==> config.mk <==
export PLATFORM = sky130hd
export DESIGN_NAME = mac_operand_feeder
export DESIGN_NICKNAME = d
export VERILOG_FILES = /design/src/rtl/mac_feeder_pkg.sv /design/src/rtl/sync_fifo.sv /design/src/rtl/mac_operand_feeder.sv
export SDC_FILE = /design/constraint.sdc
export NUM_CORES = 1
export LEC_CHECK = 0
export CAP_MARGIN = 10
export CORE_ASPECT_RATIO = 0.8
export CORE_MARGIN = 4
export CORE_UTILIZATION = 34
export DETAILED_ROUTE_END_ITERATION = 10
export DONT_BUFFER_PORTS = 1
export SYNTH_ARGS = -nofsm -noshare
export SYNTH_HDL_FRONTEND = slang
export SYNTH_SLANG_ARGS = --single-unit
==> constraint.sdc <==
create_clock -name clk -period 3.8 [get_ports clk]
set_clock_uncertainty 0.1 [all_clocks]
set_input_delay 0.76 -clock clk [delete_from_list [all_inputs] [get_ports clk]]
set_output_delay 0.76 -clock clk [all_outputs]
set_load 0.005 [all_outputs]
==> src/rtl/mac_feeder_pkg.sv <==
// Shared definitions for the MAC operand feeder.
//   feeder_state_e : sequencer states
//   STALL_CNT_W    : width of the optional stall counter output
//   depth_is_pow2  : FIFO depth legality check (power of two, at least 2)
package mac_feeder_pkg;

    typedef enum logic [2:0] {
        ST_IDLE  = 3'd0,
        ST_CLEAR = 3'd1,
        ST_RUN   = 3'd2,
        ST_DRAIN = 3'd3,
        ST_DONE  = 3'd4
    } feeder_state_e;

    localparam int STALL_CNT_W = 16;

    function automatic bit depth_is_pow2(input int depth);
        return (depth >= 2) && ((depth & (depth - 1)) == 0);
    endfunction

endpackage

==> src/rtl/sync_fifo.sv <==
// Single-clock show-ahead FIFO with count-based full/empty.
// Ports:
//   clk, rst       : clock, synchronous active-high reset
//   wr_valid/data  : write request; accepted when wr_ready
//   wr_ready       : not full (independent of a same-cycle pop)
//   rd_pop         : consume the head entry (ignored when empty)
//   rd_data        : current head, visible combinationally
//   empty          : no entries stored
module sync_fifo
    import mac_feeder_pkg::*;
#(
    parameter int DATA_WIDTH = 8,
    parameter int DEPTH      = 8
) (
    input  logic                  clk,
    input  logic                  rst,
    input  logic                  wr_valid,
    input  logic [DATA_WIDTH-1:0] wr_data,
    output logic                  wr_ready,
    input  logic                  rd_pop,
    output logic [DATA_WIDTH-1:0] rd_data,
    output logic                  empty
);
    localparam bit DEPTH_OK = depth_is_pow2(DEPTH);
    localparam int PTR_W    = $clog2(DEPTH);
    localparam int CNT_W    = PTR_W + 1;

    generate
        if (!DEPTH_OK) begin : g_bad_depth
            $error("sync_fifo: DEPTH must be a power of two and at least 2");
        end
    endgenerate

    logic [DATA_WIDTH-1:0] mem [DEPTH];
    logic [PTR_W-1:0]      wr_ptr;
    logic [PTR_W-1:0]      rd_ptr;
    logic [CNT_W-1:0]      count;
    logic                  full;
    logic                  push;
    logic                  pop;

    assign full     = (count == CNT_W'(DEPTH));
    assign empty    = (count == '0);
    assign wr_ready = !full;
    assign push     = wr_valid && !full;
    assign pop      = rd_pop && !empty;
    assign rd_data  = mem[rd_ptr];

    // Pointers wrap naturally because DEPTH is a power of two.
    always_ff @(posedge clk) begin
        if (rst) begin
            wr_ptr <= '0;
            rd_ptr <= '0;
            count  <= '0;
        end else begin
            if (push) wr_ptr <= wr_ptr + PTR_W'(1);
            if (pop)  rd_ptr <= rd_ptr + PTR_W'(1);
            case ({push, pop})
                2'b10:   count <= count + CNT_W'(1);
                2'b01:   count <= count - CNT_W'(1);
                default: count <= count;
            endcase
        end
    end

    always_ff @(posedge clk) begin
        if (push) mem[wr_ptr] <= wr_data;
    end

endmodule

==> src/rtl/mac_operand_feeder.sv <==
// Operand feeder for the MAC accumulator: buffers A/B operand streams and
// sequences one dot-product of `len` pairs per `start`.
// Optional feature macro: MAC_FEEDER_STALL_CNT_EN (builds the stall counter;
// otherwise stall_cnt is tied to 0).
// Ports:
//   clk, rst                 : clock, synchronous active-high reset
//   a_wr_*, b_wr_*           : operand FIFO write interfaces (ready = not full)
//   start, len               : job request, sampled only in IDLE
//   busy, done               : not-IDLE flag, one-cycle completion pulse
//   mac_en, mac_clr          : MAC En / Clr
//   mac_a, mac_b             : MAC Ain / Bin, zero when mac_en is low
//   stall_cnt                : RUN cycles lost to an empty FIFO
//
// state | meaning
// IDLE  | waiting for start
// CLEAR | one-cycle mac_clr pulse
// RUN   | issue a pair whenever both FIFO heads are present
// DRAIN | one cycle for the MAC product register to land
// DONE  | done pulse, Cout is final
module mac_operand_feeder
    import mac_feeder_pkg::*;
#(
    parameter int DATA_WIDTH = 8,
    parameter int DEPTH      = 8,
    parameter int LEN_W      = 8
) (
    input  logic                   clk,
    input  logic                   rst,
    input  logic                   a_wr_valid,
    input  logic [DATA_WIDTH-1:0]  a_wr_data,
    output logic                   a_wr_ready,
    input  logic                   b_wr_valid,
    input  logic [DATA_WIDTH-1:0]  b_wr_data,
    output logic                   b_wr_ready,
    input  logic                   start,
    input  logic [LEN_W-1:0]       len,
    output logic                   busy,
    output logic                   done,
    output logic                   mac_en,
    output logic                   mac_clr,
    output logic [DATA_WIDTH-1:0]  mac_a,
    output logic [DATA_WIDTH-1:0]  mac_b,
    output logic [STALL_CNT_W-1:0] stall_cnt
);
    feeder_state_e         state;
    feeder_state_e         state_nxt;
    logic [LEN_W-1:0]      len_q;
    logic [LEN_W-1:0]      issue_cnt;
    logic [DATA_WIDTH-1:0] a_head;
    logic [DATA_WIDTH-1:0] b_head;
    logic                  a_empty;
    logic                  b_empty;
    logic                  pair_ok;
    logic                  last_pair;
    logic                  job_start;

    sync_fifo #(.DATA_WIDTH(DATA_WIDTH), .DEPTH(DEPTH)) u_fifo_a (
        .clk      (clk),
        .rst      (rst),
        .wr_valid (a_wr_valid),
        .wr_data  (a_wr_data),
        .wr_ready (a_wr_ready),
        .rd_pop   (mac_en),
        .rd_data  (a_head),
        .empty    (a_empty)
    );

    sync_fifo #(.DATA_WIDTH(DATA_WIDTH), .DEPTH(DEPTH)) u_fifo_b (
        .clk      (clk),
        .rst      (rst),
        .wr_valid (b_wr_valid),
        .wr_data  (b_wr_data),
        .wr_ready (b_wr_ready),
        .rd_pop   (mac_en),
        .rd_data  (b_head),
        .empty    (b_empty)
    );

    assign pair_ok   = !a_empty && !b_empty;
    assign job_start = (state == ST_IDLE) && start;
    // Widened compare so len = 2**LEN_W-1 cannot wrap.
    assign last_pair = ({1'b0, issue_cnt} + (LEN_W+1)'(1)) == {1'b0, len_q};

    always_comb begin
        state_nxt = state;
        busy      = 1'b1;
        done      = 1'b0;
        mac_en    = 1'b0;
        mac_clr   = 1'b0;
        case (state)
            ST_IDLE: begin
                busy = 1'b0;
                if (start) state_nxt = ST_CLEAR;
            end
            ST_CLEAR: begin
                mac_clr   = 1'b1;
                state_nxt = (len_q != '0) ? ST_RUN : ST_DRAIN;
            end
            ST_RUN: begin
                if (pair_ok) begin
                    mac_en = 1'b1;
                    if (last_pair) state_nxt = ST_DRAIN;
                end
            end
            ST_DRAIN: state_nxt = ST_DONE;
            ST_DONE: begin
                done      = 1'b1;
                state_nxt = ST_IDLE;
            end
            default: state_nxt = ST_IDLE;
        endcase
    end

    assign mac_a = mac_en ? a_head : '0;
    assign mac_b = mac_en ? b_head : '0;

    always_ff @(posedge clk) begin
        if (rst) begin
            state     <= ST_IDLE;
            len_q     <= '0;
            issue_cnt <= '0;
        end else begin
            state <= state_nxt;
            if (job_start) begin
                len_q     <= len;
                issue_cnt <= '0;
            end else if (mac_en) begin
                issue_cnt <= issue_cnt + LEN_W'(1);
            end
        end
    end

`ifdef MAC_FEEDER_STALL_CNT_EN
    logic [STALL_CNT_W-1:0] stall_q;

    // Cleared as the job enters CLEAR; saturates rather than wrapping.
    always_ff @(posedge clk) begin
        if (rst) begin
            stall_q <= '0;
        end else if (job_start) begin
            stall_q <= '0;
        end else if ((state == ST_RUN) && !mac_en && (stall_q != '1)) begin
            stall_q <= stall_q + STALL_CNT_W'(1);
        end
    end

    assign stall_cnt = stall_q;
`else
    assign stall_cnt = '0;
`endif

endmodule

### Word level (Yosys, flattened, before mapping)

Memory sizes are Yosys's and may differ from the RTL's. A register that Yosys moved wholly into a read port is not among the register bits.
Index checks and enable logic that the tools add are counted.

| word-level totals | value |
|---|---|
| input port bits | 29 |
| RAM bits | 128 |
| memories | 2 |
| register bits after elaboration | 39 |
| output and inout bits | 38 |

Memory list:

| name | depth | bits a word | read ports | clocked after memory_dff | wr ports | RTL line | text |
|---|---|---|---|---|---|---|---|
| u_fifo_a.mem | 8 | 8 | 1 | 1 | 1 | sync_fifo.sv:34 | `logic [DATA_WIDTH-1:0] mem [DEPTH];` |
| u_fifo_b.mem | 8 | 8 | 1 | 1 | 1 | sync_fifo.sv:34 |  |

| operators by class | value |
|---|---|
| multiplexer cells | 22 |
| reductions and logical operators | 18 |
| equal/unequal tests | 14 |
| $add $sub $neg | 10 |

Operators by type and width:

| operator | count |
|---|---|
| $mux W3 | 7 |
| $mux W8 | 2 |
| $pmux W4 S2 | 2 |
| $add A3 B1 Y3 const B | 4 |
| $pmux W3 S4 | 1 |
| $mux W1 | 10 |
| $add A8 B1 Y9 const B | 1 |
| $eq A9 B8 Y1 | 1 |
| $add A4 B1 Y4 const B | 2 |
| $add A8 B1 Y8 const B | 1 |
| $eq A4 B4 Y1 const B | 2 |
| $logic_not A4 Y1 | 2 |
| $reduce_bool A8 Y1 | 1 |
| $sub A4 B1 Y4 const B | 2 |
| $eq A3 B2 Y1 const B | 2 |
| $logic_and A1 B1 Y1 | 6 |
| $ne A2 B2 Y1 const B | 3 |
| $eq A2 B1 Y1 const B | 2 |
| $eq A2 B2 Y1 const B | 2 |
| $logic_not A1 Y1 | 4 |
| $reduce_bool A2 Y1 | 2 |
| $eq A3 B1 Y1 const B | 1 |
| $eq A3 B3 Y1 const B | 1 |
| $logic_not A3 Y1 | 1 |
| other kinds (2) | 2 |

### Logic depth before layout (Yosys ltp)

Gate-level depths: netlist of the first run.

| depth | value |
|---|---|
| depth in word-level cells | 8 |
| depth in mapped cells | 12 |
| gate-level depth less buffers | 10 |

### Modules after synthesis

Synthesis of the first run repeated with hierarchy kept, for this count alone.

| unflattened totals | value |
|---|---|
| cells, all modules | 498 |
| area total of the unflattened synthesis | 7549.7 µm² |

By module, submodules not included:

| module | instances | cells an instance | area an instance (µm²) |
|---|---|---|---|
| sync_fifo at u_fifo_b | 1 | 166 | 3118.0 |
| sync_fifo at u_fifo_a | 1 | 166 | 3116.7 |
| mac_operand_feeder | 1 | 166 | 1315.0 |

### Worst setup path before layout of the first run

Ideal clock, no wire load.

| path | value |
|---|---|
| kind | register to register |
| start | reg u_fifo_b.count[1] |
| end | reg u_fifo_b.count[2] |
| path slack | 1091 ps |
| required time | 3630 ps |
| arrival time | 2539 ps |
| setup time | 70 ps |
| stages on the path, launching flop included | 13 |
| buffers on the path | 2 |
| cell sequence | dfxtp_1 buf_6 or4_1 nand3_4 buf_2 inv_1 ha_1 xor2_1 ha_1 a21oi_1 xor2_1 or3_1 a21oi_1 |

| on the way | value |
|---|---|
| longest elaborated chain between the ends | 8 |
| elaborated cells on any way between the ends | 15 |
| those cells by class | 2 x add/sub; 3 x eq/ne; 3 x mux; 7 x reduce/logical |

Ends and longest elaborated chain:

| element | RTL line | text |
|---|---|---|
| start: declaration | sync_fifo.sv:37 | `logic [CNT_W-1:0] count;` |
| start signal: assignment | sync_fifo.sv:59 | `2'b10: count <= count + CNT_W'(1);` |
| start signal: assignment | sync_fifo.sv:60 | `2'b01: count <= count - CNT_W'(1);` |
| start signal: assignment | sync_fifo.sv:61 | `default: count <= count;` |
| $logic_not A4 Y1 | sync_fifo.sv:43 | `assign empty = (count == '0);` |
| $logic_not A1 Y1 | sync_fifo.sv:46, mac_operand_feeder.sv:79 |  |
| $logic_and A1 B1 Y1 | mac_operand_feeder.sv:79 | `assign pair_ok = !a_empty && !b_empty;` |
| $mux W1 | mac_operand_feeder.sv:100 | `if (pair_ok) begin` |
| $mux W1 | mac_operand_feeder.sv:90 | `case (state)` |
| $logic_and A1 B1 Y1 | sync_fifo.sv:46 | `assign pop = rd_pop && !empty;` |
| $eq A2 B1 Y1 / $eq A2 B2 Y1 (equally long branches) | sync_fifo.sv:58 | `case ({push, pop})` |
| $pmux W4 S2 / $reduce_bool A2 Y1 (equally long branches) | n/a |  |

Several ways; a longest one is shown, not always the timed one.
A chain may end at the register's enable or synchronous reset.

### Worst setup path after layout of the first run

| path | value |
|---|---|
| start | reg u_fifo_a.count[1] |
| end | reg u_fifo_a.count[2] |

| on the way | value |
|---|---|
| longest elaborated chain between the ends | 8 |
| elaborated cells on any way between the ends | 15 |
| those cells by class | 2 x add/sub; 3 x eq/ne; 3 x mux; 7 x reduce/logical |

Ends and longest elaborated chain:

| element | RTL line |
|---|---|
| start: declaration | sync_fifo.sv:37 |
| start signal: assignment | sync_fifo.sv:59 |
| start signal: assignment | sync_fifo.sv:60 |
| start signal: assignment | sync_fifo.sv:61 |
| $logic_not A4 Y1 | sync_fifo.sv:43 |
| $logic_not A1 Y1 | sync_fifo.sv:46, mac_operand_feeder.sv:79 |
| $logic_and A1 B1 Y1 | mac_operand_feeder.sv:79 |
| $mux W1 | mac_operand_feeder.sv:100 |
| $mux W1 | mac_operand_feeder.sv:90 |
| $logic_and A1 B1 Y1 | sync_fifo.sv:46 |
| $eq A2 B1 Y1 / $eq A2 B2 Y1 (equally long branches) | sync_fifo.sv:58 |
| $pmux W4 S2 / $reduce_bool A2 Y1 (equally long branches) | n/a |

Several ways; a longest one is shown, not always the timed one.

==> summary.md, run 1 <==
| Metric | Value |
|---|---|
| # diodes | `0` |
| CP Max Fanout | `28` |
| Reg-to-reg slack, setup | `840 ps` |
| Die width | `172 um` |
| MaxCap Viol Count | `0` |
| Clock buffer depth | `2` |
| CTS H-Tree Depth | `4` |
| Crit Reg-Reg Startpoint | `u_fifo_a.count[1]` |
| First-pass detailed-route iteration total | `4` |
| Vias in the first global route | `4038` |
| Area growth, synth to finish | `10.3%` |
| Primary FF master, synth | `edfxtp_1` |
| Synth Register Bits | `173` |
| Fin. Hold Viols | `0` |
| Total wire length | `13600 um` |
| Top Layer Used | `met4` |
| Largest cells by area after synthesis | `edfxtp_1, dfxtp_1, mux4_2, nor2_1, mux2i_1` |
| Min Hold Slack | `305 ps` |
| Fmax | `0.338 GHz` |
| CTS tree | `yes` |
| Status | `finished, final reports clean` |
| Unique masters post-synth | `47` |
| Synthesized area | `7280 um^2` |
| Cell taking the most area after synthesis | `edfxtp_1` |
| RD Place Congestion | `0.769` |
| Reg-to-reg endpoint | `u_fifo_a.count[2]` |
| Syn_area_per_cell | `14.6 um^2` |
| Post-DP HPWL | `9040 um` |
| Port buffer count | `0` |
| Crit path from | `u_fifo_a.count[1]` |
| Worst skew pair latency | `420 ps` |
| Slew @ Worst Pin | `1060 ps` |
| Hold buffer count at CTS | `0` |
| DRT met1 WL | `6180 um` |
| Startpoint types | `flop` |
| Vias per cell | `4.95` |
| Core ar. | `20900 um^2` |
| Worst Setup EP | `u_fifo_a.count[2]` |
| CTS sink count | `173` |
| Setup TNS | `0 ps` |
| Share of Yosys cell area claimed by the top area cell type | `52.8%` |
| WP data required | `4050 ps` |
| # rows | `47` |
| Power per cell area | `514 nW/um^2` |
| Post-cts resize count | `0` |
| Pin count of the biggest net entering global routing | `34` |
| Gr usage total | `12.0%` |
| # IOs | `67` |
| Final setup viols | `0` |
| Root buffer cell | `clkbuf_16` |
| Met3 Routed Length | `963 um` |
| Peak VDD IR | `0.000295 V` |
| Synth warnings | `0` |
| Initial Utilization | `34.9%` |
| Worst Hold Class | `in2reg` |
| Clk slew on worst S/H paths | `70 ps` |
| Element type at the critical path end | `flop` |
| Seq/Total Area, Yosys | `65.2%` |
| Die H | `139 um` |
| Ratio of cells with drive above 1 in the final layout | `15.3%` |
| Leak | `0.00261 uW` |
| Unrepaired setup endpoints after global routing | `false` |
| Part of the cycle the worst path needs | `77.9%` |
| Fin. max-slew vios | `0` |
| Fin crit period | `2960 ps` |
| Worst EP arrival | `3210 ps` |
| Total number of vias | `3877` |
| Met2 wire len | `6340 um` |
| WL/cell | `17.3 um` |
| Post-CTS setup buffer count | `0` |
| Origin of the worst min-delay path | `rst` |
| Worst Reg-to-Reg Cells | `10` |
| CTS buffer count | `17` |
| Die ar. | `23800 um^2` |
| GRT overflow | `0` |
| WS Path Type | `reg2reg` |
| Residual DRC | `0` |
| Fin nets | `543` |
| DRT antenna net count | `0` |
| Post-synth EDFFs | `128` |
| Iter 0 DRT Violations | `291` |
| First-pass GRT wire length | `22000 um` |
| Slew margin rel. | `28.8%` |
| Initial antenna violation count | `0` |
| Asr flop ratio synth | `0%` |
| Mapped Cells | `499` |
==> cell families after synthesis <==
| kind of cell | synth area share, % |
|---|---|
| other cells | 0.0515 |
| mux | 12.4 |
| compound gates | 3.08 |
| fa+ha+maj | 1.89 |
| simple gates | 10.1 |
| flops | 65.2 |
| buf+inv | 3.71 |
| xor+xnor | 3.61 |
==> critical path, stage by stage, from the launching register on <==
cell and delay [ps]:
dfxtp_1 380, or4_4 570, nand3_4 380, inv_1 120, ha_1 270, xor2_1 160, ha_1 200, a21oi_1 150
xor2_1 100, or3_1 320, a21oi_1 140
==> cell type report <==
| cell class | instances | area [um^2] |
|---|---|---|
| fill | 1913 | 12800 |
| sequential | 173 | 4740 |
| multi-input combinational | 296 | 2330 |
| clock buffer | 19 | 433 |
| tap | 269 | 337 |
| clock inverter | 12 | 90.1 |
| timing repair buffer | 10 | 75.1 |
| inverter | 5 | 21.3 |
==> layout by cell type (no fill, tap or decap), types with 5 or more instances in the layout <==
master	netlist	final
ha_1	11	11
xor2_1	15	15
nor4_1	5	5
buf_4	18	10
xnor2_1	15	15
clkbuf_16	0	17
edfxtp_1	128	128
nor3_1	16	14
nor2_1	50	50
dfxtp_1	45	45
conb_1	1	16
nand3_1	8	8
nand2_1	39	39
o21ai_0	6	6
a21oi_1	21	21
nand2b_1	6	6
nor3b_1	8	8
mux2i_1	18	18
mux4_2	32	32
==> flip-flops by register name (all words and copies together), names as in the netlist, named ones only <==
signal / count
len_q: 8
u_fifo_a.mem: 64
u_fifo_b.wr_ptr: 3
state: 3
u_fifo_a.rd_ptr: 3
u_fifo_b.mem: 64
u_fifo_a.count: 4
u_fifo_a.wr_ptr: 3
issue_cnt: 8
u_fifo_b.count: 4
u_fifo_b.rd_ptr: 3
==> worst min path at each step <==
stage                     depth (start not counted)                  to  slack, ps
after floorplan                                   2                flop        350
after global placement                            2  u_fifo_b.rd_ptr[1]        360
after detailed placement                          2            len_q[3]        380
after CTS                                         1            len_q[3]        280
after global routing                              1            len_q[0]        280
final                                             1            len_q[7]        310
==> synth_stat cells (2+ instances only) <==
master    number
edfxtp_1     128
nor2_1        50
dfxtp_1       45
nand2_1       39
mux4_2        32
a21oi_1       21
buf_4         18
mux2i_1       18
nor3_1        16
xnor2_1       15
xor2_1        15
ha_1          11
nand3_1        8
nor3b_1        8
clkbuf_1       7
buf_2          6
nand2b_1       6
o21ai_0        6
buf_1          5
nor4_1         5
inv_1          4
buf_6          3
nor2b_1        3
or3_1          3
a21oi_2        2
and3_1         2
nand4_1        2
nor4bb_1       2
==> through the flow <==
stage,utilization [%],cell area [um^2],worst slack [ps],power [uW],cells
2_1_floorplan,-,7340,1090,2560,514
3_3_place_gp,36.0,7510,942,2600,753
3_5_place_dp,36.0,7510,836,2620,753
4_1_cts,38.5,8030,823,4170,784
5_1_grt,38.5,8030,595,4320,784
6_report,38.5,8030,839,4130,784
==> power by group <==
part	total (uW)	switching, uW	internal, uW
Combinational	384	210	174
Clock	1550	708	842
Sequential	2200	82.9	2110
Total	4130	1000	3130
==> metal layers <==
| metal | up-vias | GRT usage (%) |
|---|---|---|
| met5 | - | 0 |
| met4 | 0 | 2.75 |
| met3 | 6 | 3.99 |
| met2 | 106 | 18.8 |
| met1 | 1931 | 16.2 |
| li1 | 1834 | - |
(Power assumes the default switching activity.)
==> inputs of run 2 (changes only) <==
- clock period: 3.8 -> 2.5 ns (I/O delays scaled with it)
==> run 2 against run 1 <==
Final area is 4.4% higher. Final cell count is 3.2% higher. Sequential power grew 50%. Wire length increased by 1.8%. Flip-flop and latch count stayed put. Utilization grew 1.7 points. Via count increased by 2.2%. Global-route usage up 0.17 points. First-iteration DRC count shrank 0.34%. Non-clock buffer count is 24 higher. Count of clock-buffer cells in the layout fell by 1. Power up 61%.
==> summary.md, run 2 (same netlist as run 1, synthesis figures left out) <==
| Metric | Value |
|---|---|
| # diodes | `0 (unchanged)` |
| Ratio of cells with drive above 1 in the final layout | `22.2% (+6.9 points)` |
| Worst setup margin | `95.7 ps (-743 ps)` |
| Area growth, synth to finish | `15.1%` |
| Power per cell area | `791 nW/um^2 (+54%)` |
| Final Cell Area | `8380 um^2 (+4.4%)` |
| Fin. max-slew vios | `0 (unchanged)` |
| Fillers | `1881 (-1.7%)` |
| Initial Utilization | `34.9% (unchanged)` |
| Status | `finished, final reports clean` |
| Fin. Hold Viols | `0 (unchanged)` |
| Vias in the first global route | `4125 (+2.2%)` |
| Element type at the critical path end | `flop` |
| CP cell instances | `or4_4, nand3_4, inv_2, ha_4, xor2_2, ha_2, a21oi_2, xor2_1, or3_1, a21oi_2` |
| Crit-path slowest cell | `or4_4` |
| Die H | `139 um (unchanged)` |
| Part of the cycle the worst path needs | `96.2% (+18 points)` |
| Pre-CTS setup slack | `70.5 ps (-765 ps)` |
| CP dominant cell by count | `a21oi_2` |
| CTS H-Tree Depth | `4 (unchanged)` |
| Peak VDD IR | `0.000474 V (+61%)` |
| Post-DP HPWL | `9100 um (+0.73%)` |
| Critical path depth | `10 (unchanged)` |
| Slew @ Worst Pin | `568 ps (-496 ps)` |
| Core ar. | `20900 um^2 (unchanged)` |
| GRT overflow | `0 (unchanged)` |
| # IOs | `67 (unchanged)` |
| CP Max Fanout | `4 (-86%)` |
| CTS tree | `yes` |
| Fin cells | `809 (+3.2%)` |
| Hold buffer count at CTS | `0 (unchanged)` |
| Crit Reg-Reg Startpoint | `u_fifo_a.count[3]` |
| Pin count of the biggest net entering global routing | `34 (unchanged)` |
| Gr usage total | `12.1% (+0.17 points)` |
| # rows | `47 (unchanged)` |
| Met2 wire len | `6870 um (+8.4%)` |
| Clk slew on worst S/H paths | `70 ps (about the same)` |
| Worst Reg-to-Reg Cells | `10 (unchanged)` |
| Fin nets | `567 (+4.4%)` |
| Vias per cell | `4.90 (-0.97%)` |
| Placed insts | `774 (+2.8%)` |
| First-pass GRT wire length | `22000 um (unchanged)` |
| Worst path max stage delay | `540 ps (-30 ps)` |
| Commonest non-fill, non-tap cell in the layout | `edfxtp_1` |
| Top Layer Used | `met4` |
| Total number of vias | `3962 (+2.2%)` |
| DP Area | `7730 um^2 (+2.9%)` |
| DRT antenna net count | `0 (unchanged)` |
| Residual DRC | `0 (unchanged)` |
| Met3 Routed Length | `1000 um (+4.3%)` |
| Root buffer cell | `clkbuf_16` |
| Worst Hold Class | `in2reg` |
| Initial antenna violation count | `0 (unchanged)` |
| Die width | `172 um (unchanged)` |
| RD Place Congestion | `0.805 (+4.7%)` |
| Biggest regs | `u_fifo_a.mem (64), u_fifo_b.mem (64)` |
| Fmax | `0.416 GHz (+23%)` |
| CTS buffer count | `17 (unchanged)` |
| First-pass detailed-route iteration total | `4 (unchanged)` |
| CTS sink count | `173 (unchanged)` |
| Die ar. | `23800 um^2 (unchanged)` |
| Clock buffer depth | `2 (unchanged)` |
| Reg-to-reg slack, setup | `100 ps (-740 ps)` |
| Hold path cells | `1 (unchanged)` |
| Iter 0 DRT Violations | `290 (-0.34%)` |
| Reg-to-reg endpoint | `u_fifo_a.count[2]` |
| Most frequent cells in the layout | `edfxtp_1, nor2_1, dfxtp_1, nand2_1, mux4_2` |
| Slew margin rel. | `62.1% (+33 points)` |
| Leak | `0.00275 uW (+5.4%)` |
| WS Path Type | `reg2reg` |
| Startpoint types | `flop` |
| Hold Path End | `len_q[7]` |
| WL/cell | `17.1 um (-1.4%)` |
| Pwr Total | `6630 uW (+61%)` |
| Worst EP arrival | `2660 ps (-550 ps)` |
| MaxCap Viol Count | `0 (unchanged)` |
| Total wire length | `13800 um (+1.8%)` |
| WP data required | `2760 ps (-1290 ps)` |
| Port buffer count | `0 (unchanged)` |
| Final setup viols | `0 (unchanged)` |
| Worst skew pair latency | `430 ps (about the same)` |
| CP top delay family | `simple AND/OR/NAND/NOR gates` |
| Origin of the worst min-delay path | `rst` |
| Fin crit period | `2400 ps (-557 ps)` |
| DRT met1 WL | `5650 um (-8.6%)` |
| CP bufs+invs | `1 (unchanged)` |
run 2: cell types whose count changed in the layout (fill, tap and decap cells not counted), moves of 3 or more:
cell | before | now
buf_4 | 10 | 31
clkinv_2 | 4 | 0
dfxtp_1 | 45 | 41
dfxtp_2 | 0 | 4
ha_1 | 11 | 7
a21oi_1 | 21 | 18
a21oi_2 | 2 | 5
ha_4 | 0 | 3
inv_6 | 3 | 6
inv_8 | 2 | 5
run 2: area by class of cell:
class                   count  area [um^2]  share of cell area [%]
flip-flops and latches    173         4750                    56.7
multi-input cells         296         2400                    28.6
clock buffers              18          429                    5.12
well taps                 269          337                    4.01
repair buffers             34          284                    3.39
clock inverters            14          163                    1.94
inverters                   5         21.3                   0.254
run 2: power by group:
part           internal [uW]  switching (uW)  total, uW
Clock                   1430            1200       2630
Combinational            323             369        692
Sequential              3210            92.6       3300
run 2: through the flow:
stage / hold slack [ps] / util (%) / TNS [ps]
final: 34.6 / 40.2 / 0
after global routing: 3.43 / 40.2 / -6.12
after detailed placement: 376 / 37.0 / 0
after global placement: 359 / 37.0 / 0
after CTS: 15.5 / 39.9 / 0
after floorplan: 354 / - / -11.9
run 2: per-layer routing:
metal	vias to the layer above	GRT usage, %
met5	-	0
met4	0	4.59
met3	23	4.87
met2	99	19.9
met1	1949	14.4
li1	1891	-
run 2: timing repair:
item / 4_1_cts / 5_1_grt
endpoints found under the setup margin: 0 / 15
resized for setup: 0 / 10
setup buffers: 0 / 3
hold endpoints to repair: 0 / 0
run 2: how the worst max path moves through the flow:
stage | to | startpoint | slack (ps)
after floorplan | u_fifo_b.count[2] | u_fifo_b.count[1] | -10
after global placement | u_fifo_b.count[3] | u_fifo_b.count[3] | 180
after detailed placement | u_fifo_a.count[2] | u_fifo_b.count[3] | 70
after CTS | mac_b[0] | u_fifo_b.count[3] | 20
after global routing | u_fifo_b.count[2] | u_fifo_b.count[0] | -6
final | u_fifo_a.count[2] | u_fifo_a.count[3] | 100
==> inputs of run 3 (changes only) <==
- REMOVE_ABC_BUFFERS: default -> 1
==> run 3 against run 2 <==
Power increased by 2.7%. Flip-flop and latch count is the same. Register-to-register slack lost 50 ps. Sequential share of layout area decreased by 0.60 points. Die area unchanged. Wire length rose by 0.66%. Critical endpoint is now u_fifo_b.count[3].
==> summary.md, run 3 (same netlist as run 1, synthesis figures left out) <==
| Metric | Value |
|---|---|
| DRT antenna net count | `0 (unchanged)` |
| Gr usage total | `12.0% (-0.097 points)` |
| # rows | `47 (unchanged)` |
| Vias per cell | `4.91 (+0.32%)` |
| Fin. max-slew vios | `0 (unchanged)` |
| Worst EP arrival | `2710 ps (+50 ps)` |
| Slew @ Worst Pin | `548 ps (-20.3 ps)` |
| First-pass detailed-route iteration total | `4 (unchanged)` |
| First-pass GRT wire length | `22000 um (about the same)` |
| Part of the cycle the worst path needs | `98.1% (+1.9 points)` |
| Area growth, synth to finish | `16.3%` |
| # IOs | `67 (unchanged)` |
| CTS tree | `yes` |
| Clock buffer depth | `2 (unchanged)` |
| Fin crit period | `2450 ps (+48.3 ps)` |
| WL/cell | `17.1 um (about the same)` |
| Iter 0 DRT Violations | `305 (+5.2%)` |
| Most frequent cells in the layout | `edfxtp_1, nor2_1, dfxtp_1, nand2_1, buf_4` |
| Total wire length | `13900 um (+0.66%)` |
| CP bufs+invs | `1 (unchanged)` |
| MaxCap Viol Count | `0 (unchanged)` |
| Slew margin rel. | `63.4% (+1.4 points)` |
| Residual DRC | `0 (unchanged)` |
| Die H | `139 um (unchanged)` |
| Status | `finished, final reports clean` |
| Power per cell area | `804 nW/um^2 (+1.7%)` |
| Post-DP HPWL | `9350 um (+2.7%)` |
| CTS sink count | `173 (unchanged)` |
| Commonest non-fill, non-tap cell in the layout | `edfxtp_1` |
| Leak | `0.00280 uW (+1.9%)` |
| CTS buffer count | `17 (unchanged)` |
| Fin cells | `815 (+0.74%)` |
| GRT overflow | `0 (unchanged)` |
| Peak VDD IR | `0.000627 V (+32%)` |
| Die width | `172 um (unchanged)` |
| Initial antenna violation count | `0 (unchanged)` |
| Biggest regs | `u_fifo_a.mem (64), u_fifo_b.mem (64)` |
| CP cell instances | `or4_4, nand3_4, inv_2, ha_4, nor4bb_2, a21oi_1, o21a_1, or3_4, a21oi_2` |
| Core Util, Final | `40.5% (+0.39 points)` |
| CP Max Fanout | `5 (+1)` |
| WP data required | `2760 ps (about the same)` |
| Clk slew on worst S/H paths | `80 ps (about the same)` |
| Total number of vias | `4004 (+1.1%)` |
| RD Place Congestion | `0.810 (+0.62%)` |
| WS Path Type | `reg2reg` |
| Port buffer count | `0 (unchanged)` |
| Pwr Total | `6810 uW (+2.7%)` |
| Worst Hold Class | `in2reg` |
| CP top delay family | `simple AND/OR/NAND/NOR gates` |
| Worst skew pair latency | `430 ps (about the same)` |
| Core ar. | `20900 um^2 (unchanged)` |
| CTS H-Tree Depth | `4 (unchanged)` |
| Root buffer cell | `clkbuf_16` |
| # diodes | `0 (unchanged)` |
| Crit-path slowest cell | `or4_4` |
| Unrepaired setup endpoints after global routing | `true` |
| Die ar. | `23800 um^2 (unchanged)` |
| Element type at the critical path end | `flop` |
| Final setup viols | `0 (unchanged)` |
| Initial Utilization | `34.9% (unchanged)` |
| Vias in the first global route | `4162 (+0.90%)` |
| Pin count of the biggest net entering global routing | `34 (unchanged)` |
| Placed insts | `781 (+0.90%)` |
| Fmax | `0.408 GHz (-2.0%)` |
| Fin nets | `573 (+1.1%)` |
| Startpoint types | `flop` |
| Worst path max stage delay | `560 ps (+20 ps)` |
| Fin. Hold Viols | `0 (unchanged)` |
| Ratio of cells with drive above 1 in the final layout | `22.7% (+0.49 points)` |
## run 3: changes by cell type in the layout (fill, tap and decap cells not counted), moves of 2 or more
cell	change
dfxtp_2	-4
nor4bb_2	+2
dfxtp_1	+4
clkinv_8	+3
inv_6	-3
buf_4	+6
## run 3: what timing repair did
action,4_1_cts,5_1_grt
endpoints found under the setup margin,3,3
pin swaps,1,7
gates resized for setup,4,14
hold buffers,0,0
setup buffers,0,2
## run 3: final timing paths
check / start / to / slack [ps] / cells after the start
hold / removal: rst / len_q[1] / 40 / 1
setup reg to reg: u_fifo_b.count[1] / u_fifo_b.count[3] / 50 / 9
hold reg to reg: u_fifo_b.rd_ptr[1] / flop / 380 / 2
setup / recovery: u_fifo_b.count[1] / u_fifo_b.count[3] / 50 / 9
## run 3: area by class of cell
type                            count  area [um^2]
Timing Repair Buffer               40          329
Clock inverter                     15          215
Fill cell                        1858        12400
Multi-Input combinational cell    296         2390
Clock buffer                       17          425
Inverter                            5         21.3
Sequential cell                   173         4740
Tap cell                          269          337
## run 3: worst register-to-register path, stage by stage, from the launching register on
cell	delay, ps
dfxtp_1	320
or4_4	560
nand3_4	130
inv_2	70
ha_4	180
nor4bb_2	280
a21oi_1	60
o21a_1	200
or3_4	340
a21oi_2	150
## run 3: metal layers
| layer | part of all wire, % | GRT usage [%] | wire length [um] |
|---|---|---|---|
| met1 | 42 | 14.4 | 5860 |
| met2 | 51 | 20.3 | 7060 |
| met3 | 5.6 | 4.19 | 778 |
| met4 | 1.6 | 4.09 | 217 |
| met5 | 0 | 0 | 0 |
## run 3: metrics by stage
step                      area, um^2  setup TNS, ps  hold WS [ps]  worst slack (ps)
after floorplan                 7090           -180           347             -92.4
after global placement          7730              0           359              54.3
after detailed placement        7730          -61.0           374             -36.1
after CTS                       8390              0          14.1              21.0
after global routing            8460          -20.8          14.1             -20.8
final                           8460              0          40.8              47.4
## run 3: where the power goes
part	internal [uW]	switching [uW]	leakage, uW	total, uW
Clock	1550	1240	0.000309	2790
Sequential	3210	81.5	0.00153	3290
Combinational	342	386	0.000963	728
